### src/rtl/s_cpu_muldiv.sv
// 8-bit MUL YA / DIV YA,X unit: iterative shift-add / restoring-style divide.
// Define S_CPU_MULDIV_FAST_EN for single-cycle results with identical values and flags.
module s_cpu_muldiv (
   input  logic       clk,
   input  logic       reset,
   input  logic       start_mul,
   input  logic       start_div,
   input  logic [7:0] a_in,
   input  logic [7:0] y_in,
   input  logic [7:0] x_in,
   output logic       busy,
   output logic       done,
   output logic [7:0] a_out,
   output logic [7:0] y_out,
   output logic [3:0] flg_nvhz
);

   typedef enum logic [1:0] {StIdle, StMul, StDiv} state_e;

   state_e      state_q, state_d;
   logic [3:0]  cnt_q, cnt_d;
   logic [16:0] w_q, w_d;
   logic [7:0]  m_q, m_d;      // multiplicand (MUL) or divisor (DIV)
   logic        h_q, h_d;
   logic        done_q, done_d;
   logic [7:0]  a_q, a_d, y_q, y_d;
   logic [3:0]  flg_q, flg_d;
   logic [16:0] wf;
   logic        last;

   function automatic logic [16:0] mul_step(input logic [16:0] w, input logic [7:0] y);
      logic [8:0] sum;
      sum = {1'b0, w[15:8]} + (w[0] ? {1'b0, y} : 9'h000);
      return {1'b0, sum, w[7:1]};
   endfunction

   // Rotate, set quotient bit when w >= s, then subtract if the bit ended up set.
   function automatic logic [16:0] div_step(input logic [16:0] w, input logic [7:0] x);
      logic [16:0] r;
      logic [16:0] s;
      s = {x, 9'h000};
      r = {w[15:0], w[16]};
      if (r >= s) r[0] = ~r[0];
      if (r[0]) r = r - s;
      return r;
   endfunction

   always_comb begin
      state_d = state_q;
      cnt_d   = cnt_q;
      w_d     = w_q;
      m_d     = m_q;
      h_d     = h_q;
      done_d  = 1'b0;
      a_d     = a_q;
      y_d     = y_q;
      flg_d   = flg_q;
      wf      = w_q;
      last    = 1'b0;
      case (state_q)
         StIdle: begin
            // The done cycle still counts as busy, so starts are refused there too.
            if (!done_q && (start_mul || start_div)) begin
               cnt_d   = 4'd0;
               h_d     = (y_in[3:0] >= x_in[3:0]);
               if (start_mul) begin
                  state_d = StMul;
                  m_d     = y_in;
                  w_d     = {9'h000, a_in};
               end else begin
                  state_d = StDiv;
                  m_d     = x_in;
                  w_d     = {1'b0, y_in, a_in};
               end
            end
         end
         StMul: begin
`ifdef S_CPU_MULDIV_FAST_EN
            wf   = 17'(m_q) * 17'(w_q[7:0]);
            last = 1'b1;
`else
            wf    = mul_step(w_q, m_q);
            cnt_d = cnt_q + 4'd1;
            last  = (cnt_q == 4'd7);
`endif
            w_d = wf;
            if (last) begin
               state_d = StIdle;
               done_d  = 1'b1;
               y_d     = wf[15:8];
               a_d     = wf[7:0];
               flg_d   = {wf[15], flg_q[2:1], (wf[15:8] == 8'h00)};
            end
         end
         StDiv: begin
`ifdef S_CPU_MULDIV_FAST_EN
            for (int i = 0; i < 9; i++) wf = div_step(wf, m_q);
            last = 1'b1;
`else
            last = (cnt_q == 4'd9);
            if (!last) begin
               wf    = div_step(w_q, m_q);
               cnt_d = cnt_q + 4'd1;
            end
`endif
            w_d = wf;
            if (last) begin
               state_d = StIdle;
               done_d  = 1'b1;
               a_d     = wf[7:0];
               y_d     = wf[16:9];
               flg_d   = {wf[7], wf[8], h_q, (wf[7:0] == 8'h00)};
            end
         end
         default: state_d = StIdle;
      endcase
   end

   always_ff @(posedge clk) begin
      if (reset) begin
         state_q <= StIdle;
         cnt_q   <= 4'd0;
         w_q     <= 17'h0;
         m_q     <= 8'h00;
         h_q     <= 1'b0;
         done_q  <= 1'b0;
         a_q     <= 8'h00;
         y_q     <= 8'h00;
         flg_q   <= 4'h0;
      end else begin
         state_q <= state_d;
         cnt_q   <= cnt_d;
         w_q     <= w_d;
         m_q     <= m_d;
         h_q     <= h_d;
         done_q  <= done_d;
         a_q     <= a_d;
         y_q     <= y_d;
         flg_q   <= flg_d;
      end
   end

`ifdef S_CPU_MULDIV_FAST_EN
   assign busy = done_q;
`else
   assign busy = (state_q != StIdle) || done_q;
`endif
   assign done     = done_q;
   assign a_out    = a_q;
   assign y_out    = y_q;
   assign flg_nvhz = flg_q;

endmodule
### config.mk
export PLATFORM = sky130hd
export DESIGN_NAME = s_cpu_muldiv
export DESIGN_NICKNAME = d
export VERILOG_FILES = /design/src/rtl/s_cpu_muldiv.sv
export SDC_FILE = /design/constraint.sdc
export NUM_CORES = 1
export LEC_CHECK = 0
export CAP_MARGIN = 20
export CORE_AREA = 10 10 98 100
export DETAILED_ROUTE_END_ITERATION = 7
export DIE_AREA = 0 0 108 110
export PLACE_DENSITY = 0.86
export SYNTH_ARGS = -nofsm -noshare
export SYNTH_HDL_FRONTEND = slang
export SYNTH_SLANG_ARGS = --single-unit
### constraint.sdc
create_clock -name clk -period 5.2 [get_ports clk]
set_clock_uncertainty 0.15 [all_clocks]
set_input_delay 1.04 -clock clk [delete_from_list [all_inputs] [get_ports clk]]
set_output_delay 1.04 -clock clk [all_outputs]
set_load 0.01 [all_outputs]
==> summary.txt <==
Outcome
  • Run status: completed

Critical path
  • Destination of the critical timing path: w_q[14]
  • Worst Path Required: 5250 ps
  • Path depth of the worst reg2reg path: 8
  • Setup slack of the worst register-to-register path: 2010 ps
  • CP max-delay cell: a21o_1
  • CP Class: in -> reg
  • Maximum fanout count along the critical path: 19
  • Origin of the critical flop-to-flop path: state_q[0]
  • Largest delay contributor family on the critical path: compound AO/OA/AOI/OAI gates
  • Destination of the worst register-to-register timing path: w_q[14]
  • List of cells traversed by the critical path: clkdlybuf4s50_1 -> buf_4 -> o21bai_4 -> a21o_1 -> mux2i_1 -> or3_1 -> o2bb2ai_1 -> a221o_1
  • Largest stage delay, worst path: 570 ps
  • Logic depth of the worst path, buffers included: 8
  • Buffers plus inverters on the worst setup path: 2
  • Critical Path AT: 3430 ps
  • Kind of launch point of the worst setup path: primary input
  • Crit path from: start_mul
  • Worst Setup End Kind: flip-flop

Final layout
  • Most frequent standard cell in the layout excluding fill and tap cells: nor2_1
  • Sequential Area: 1060 µm²
  • Filler Cells Inserted: 690
  • Multi-input gate area in the final layout: 2810 µm²
  • Final instance area: 4750 µm²
  • Share of layout cells above drive strength 1: 7.66%
  • Commonest cells after routing, fill and taps aside: nor2_1, dfxtp_1, nand2_1, clkdlybuf4s50_1, a21oi_1
  • Area added between synthesis and finish: 15.5%
  • Final net count: 604
  • Number of antenna repair diodes: 0

Clocking
  • Post-cts resize count: 0
  • Clock tree from TritonCTS: built
  • Clock latency on the worst-skew pair: 310 ps
  • H-tree Lvls: 2
  • Clock root buffer: clkbuf_8
  • Total CTS buffers: 5
  • Hold-fix buffers at CTS: 0
  • Number of buffers inserted by post-CTS setup repair: 0
  • Clock Pin Slew Worst Setup and Hold Paths: 100 ps
  • Sinks on the clock net: 53
  • Largest buffer count on any clock path: 2

Die
  • Die X-Extent: 108 µm
  • I/O Pins: 50
  • Die Ht: 110 µm
  • Total die area: 11900 µm²
  • Effective utilization at floorplan: 53.8%
  • Std-Cell Core Area: 7650 µm²
  • Row count: 32

GRT
  • Largest net degree at the start of global routing: 35
  • Initial antenna violation count: 0
  • Wire length of the first global-routing pass: 20100 µm
  • Total routing usage reported by global routing: 20.8%
  • Aggregate global routing overflow: 0
  • Number of global-route vias before repair: 3956

Synth
  • Flops & latches, synth: 53
  • Main synth FF type: dfxtp_1
  • Part of the Yosys area used for sequential elements: 25.8%
  • Synthesized instance count: 514
  • Count of different cell masters after synthesis: 79
  • Mapped Area: 4110 µm²
  • Post-Syn Nets: 571
  • Number of flops mapped to enable cells by yosys: 0
  • Yosys warning total: 0
  • Post-synthesis area per instance: 8.00 µm²
  • Share of async-settable or async-resettable flops after synthesis: 0%

Timing
  • Total count of hold-check failures in the final report: 0
  • Final setup violation count: 0
  • RSZ-0062 raised after global routing: no
  • Final total negative setup slack: 0 ps
  • Post-layout min period: 3370 ps
  • Max-slew violation count: 0
  • Max Freq: 0.297 GHz
  • Measured slew at the worst slew-check pin: 878 ps
  • Relative slew margins: 41.5%
  • Final critical-path share of the clock period: 64.8%
  • Worst setup margin: 1830 ps

Route
  • DRC: 0
  • Vias per cell: 6.30
  • Sum of routed wire length over all layers: 12300 µm
  • 1st-iter DRT viols: 448
  • Mean routed wirelength per cell: 18.9 µm
  • Antenna-violating nets left: 0
  • Number of vias in the routed layout: 4092
  • TritonRoute pass-1 iters: 5

Power
  • Leakage power figure: 1.86 nW
  • Peak supply drop: 0.199 mV
  • Power density normalized to cell area: 300 nW/µm²

Placement
  • Pre-CTS setup slack: 1530 ps
  • DP HPWL: 9380 µm
  • Cell area after placement: 4630 µm²
  • Number of buffers inserted by port buffering: 49
  • Global placement routability congestion: 0.973

Min path
  • Kind of path behind the tightest hold check: reg -> reg

Flow run
  • Max Cap Viol: 0
## per-layer routing
layer / global-route usage, % / wire (µm) / vias up
li1: - / - / 1971
met1: 27.1 / 5210 / 1893
met2: 33.2 / 5650 / 193
met3: 3.89 / 1040 / 35
met4: 7.92 / 408 / 0
met5: 0 / 0 / -
## worst reg2reg max path, cell delays in order, from the launching register on
cell and delay, ps:
dfxtp_1 400, inv_1 100, ha_1 870, clkinv_1 510, a21oi_1 240, mux2i_1 140, or3_1 410, o2bb2ai_1 170
a221o_1 160
## state kept, by name (all words and copies together) (netlist names)
signal	count
a_out	8
cnt_q	4
done	1
flg_nvhz	4
h_q	1
m_q	8
state_q	2
w_q	17
y_out	8
## cells by family after synthesis
kind of cell	synth area share (%)
compound gates	31.5
xor+xnor	1.92
simple gates	21.6
fa+ha+maj	9.19
buf+inv	5.87
flops	25.8
mux	4.14
## worst min path at each step
stage                            from          end  cells after the start
after floorplan                   h_q  flg_nvhz[1]                      2
after global placement       a_out[4]     a_out[4]                      2
after detailed placement  flg_nvhz[1]  flg_nvhz[1]                      2
after CTS                 flg_nvhz[1]  flg_nvhz[1]                      2
after global routing      flg_nvhz[1]  flg_nvhz[1]                      2
final                     flg_nvhz[1]  flg_nvhz[1]                      2
## layout make-up
| cell class | instances | area share, % |
|---|---|---|
| flip-flops and latches | 53 | 22.3 |
| well taps | 102 | 2.69 |
| multi-input cells | 404 | 59.1 |
| clock buffers | 7 | 1.82 |
| clock inverters | 1 | 0.632 |
| repair buffers | 55 | 11.2 |
| inverters | 28 | 2.21 |
## metrics by stage
stage                     utilization (%)  power [mW]  cells  hold WS (ps)
after detailed placement             60.5        1.12    641           298
after CTS                            62.0        1.41    649           312
after global routing                 62.1        1.51    650           325
after floorplan                         -       0.950    514           301
final                                62.1        1.42    650           309
after global placement               60.5        1.11    641           290
## synth_stat cells (3+ instances only)
cell type / count / area [µm²]
nor2_1: 56 / 210
a222oi_1: 3 / 30.0
ha_1: 27 / 338
nor3_1: 14 / 70.1
nand3b_1: 3 / 22.5
o211ai_1: 24 / 180
a221oi_1: 5 / 43.8
a211oi_1: 19 / 143
nand3_1: 11 / 55.1
nand2b_1: 5 / 31.3
inv_1: 26 / 97.6
o21ai_0: 11 / 55.1
o31a_1: 3 / 26.3
mux2i_1: 17 / 170
nor2b_1: 3 / 18.8
a21o_1: 7 / 52.6
dfxtp_1: 53 / 1060
clkbuf_1: 18 / 67.6
xnor2_1: 5 / 43.8
xor2_1: 4 / 35.0
or2_2: 3 / 18.8
nand2_1: 51 / 191
a21oi_1: 47 / 235
buf_2: 7 / 35.0
a211o_1: 8 / 70.1
o22ai_1: 5 / 31.3
and2_1: 7 / 43.8
## power by group
part | switching, mW | total, mW | internal [mW]
registers | 0.0613 | 0.503 | 0.442
clock network | 0.140 | 0.297 | 0.157
logic | 0.383 | 0.624 | 0.241
Power figures use the tool's default switching activity.
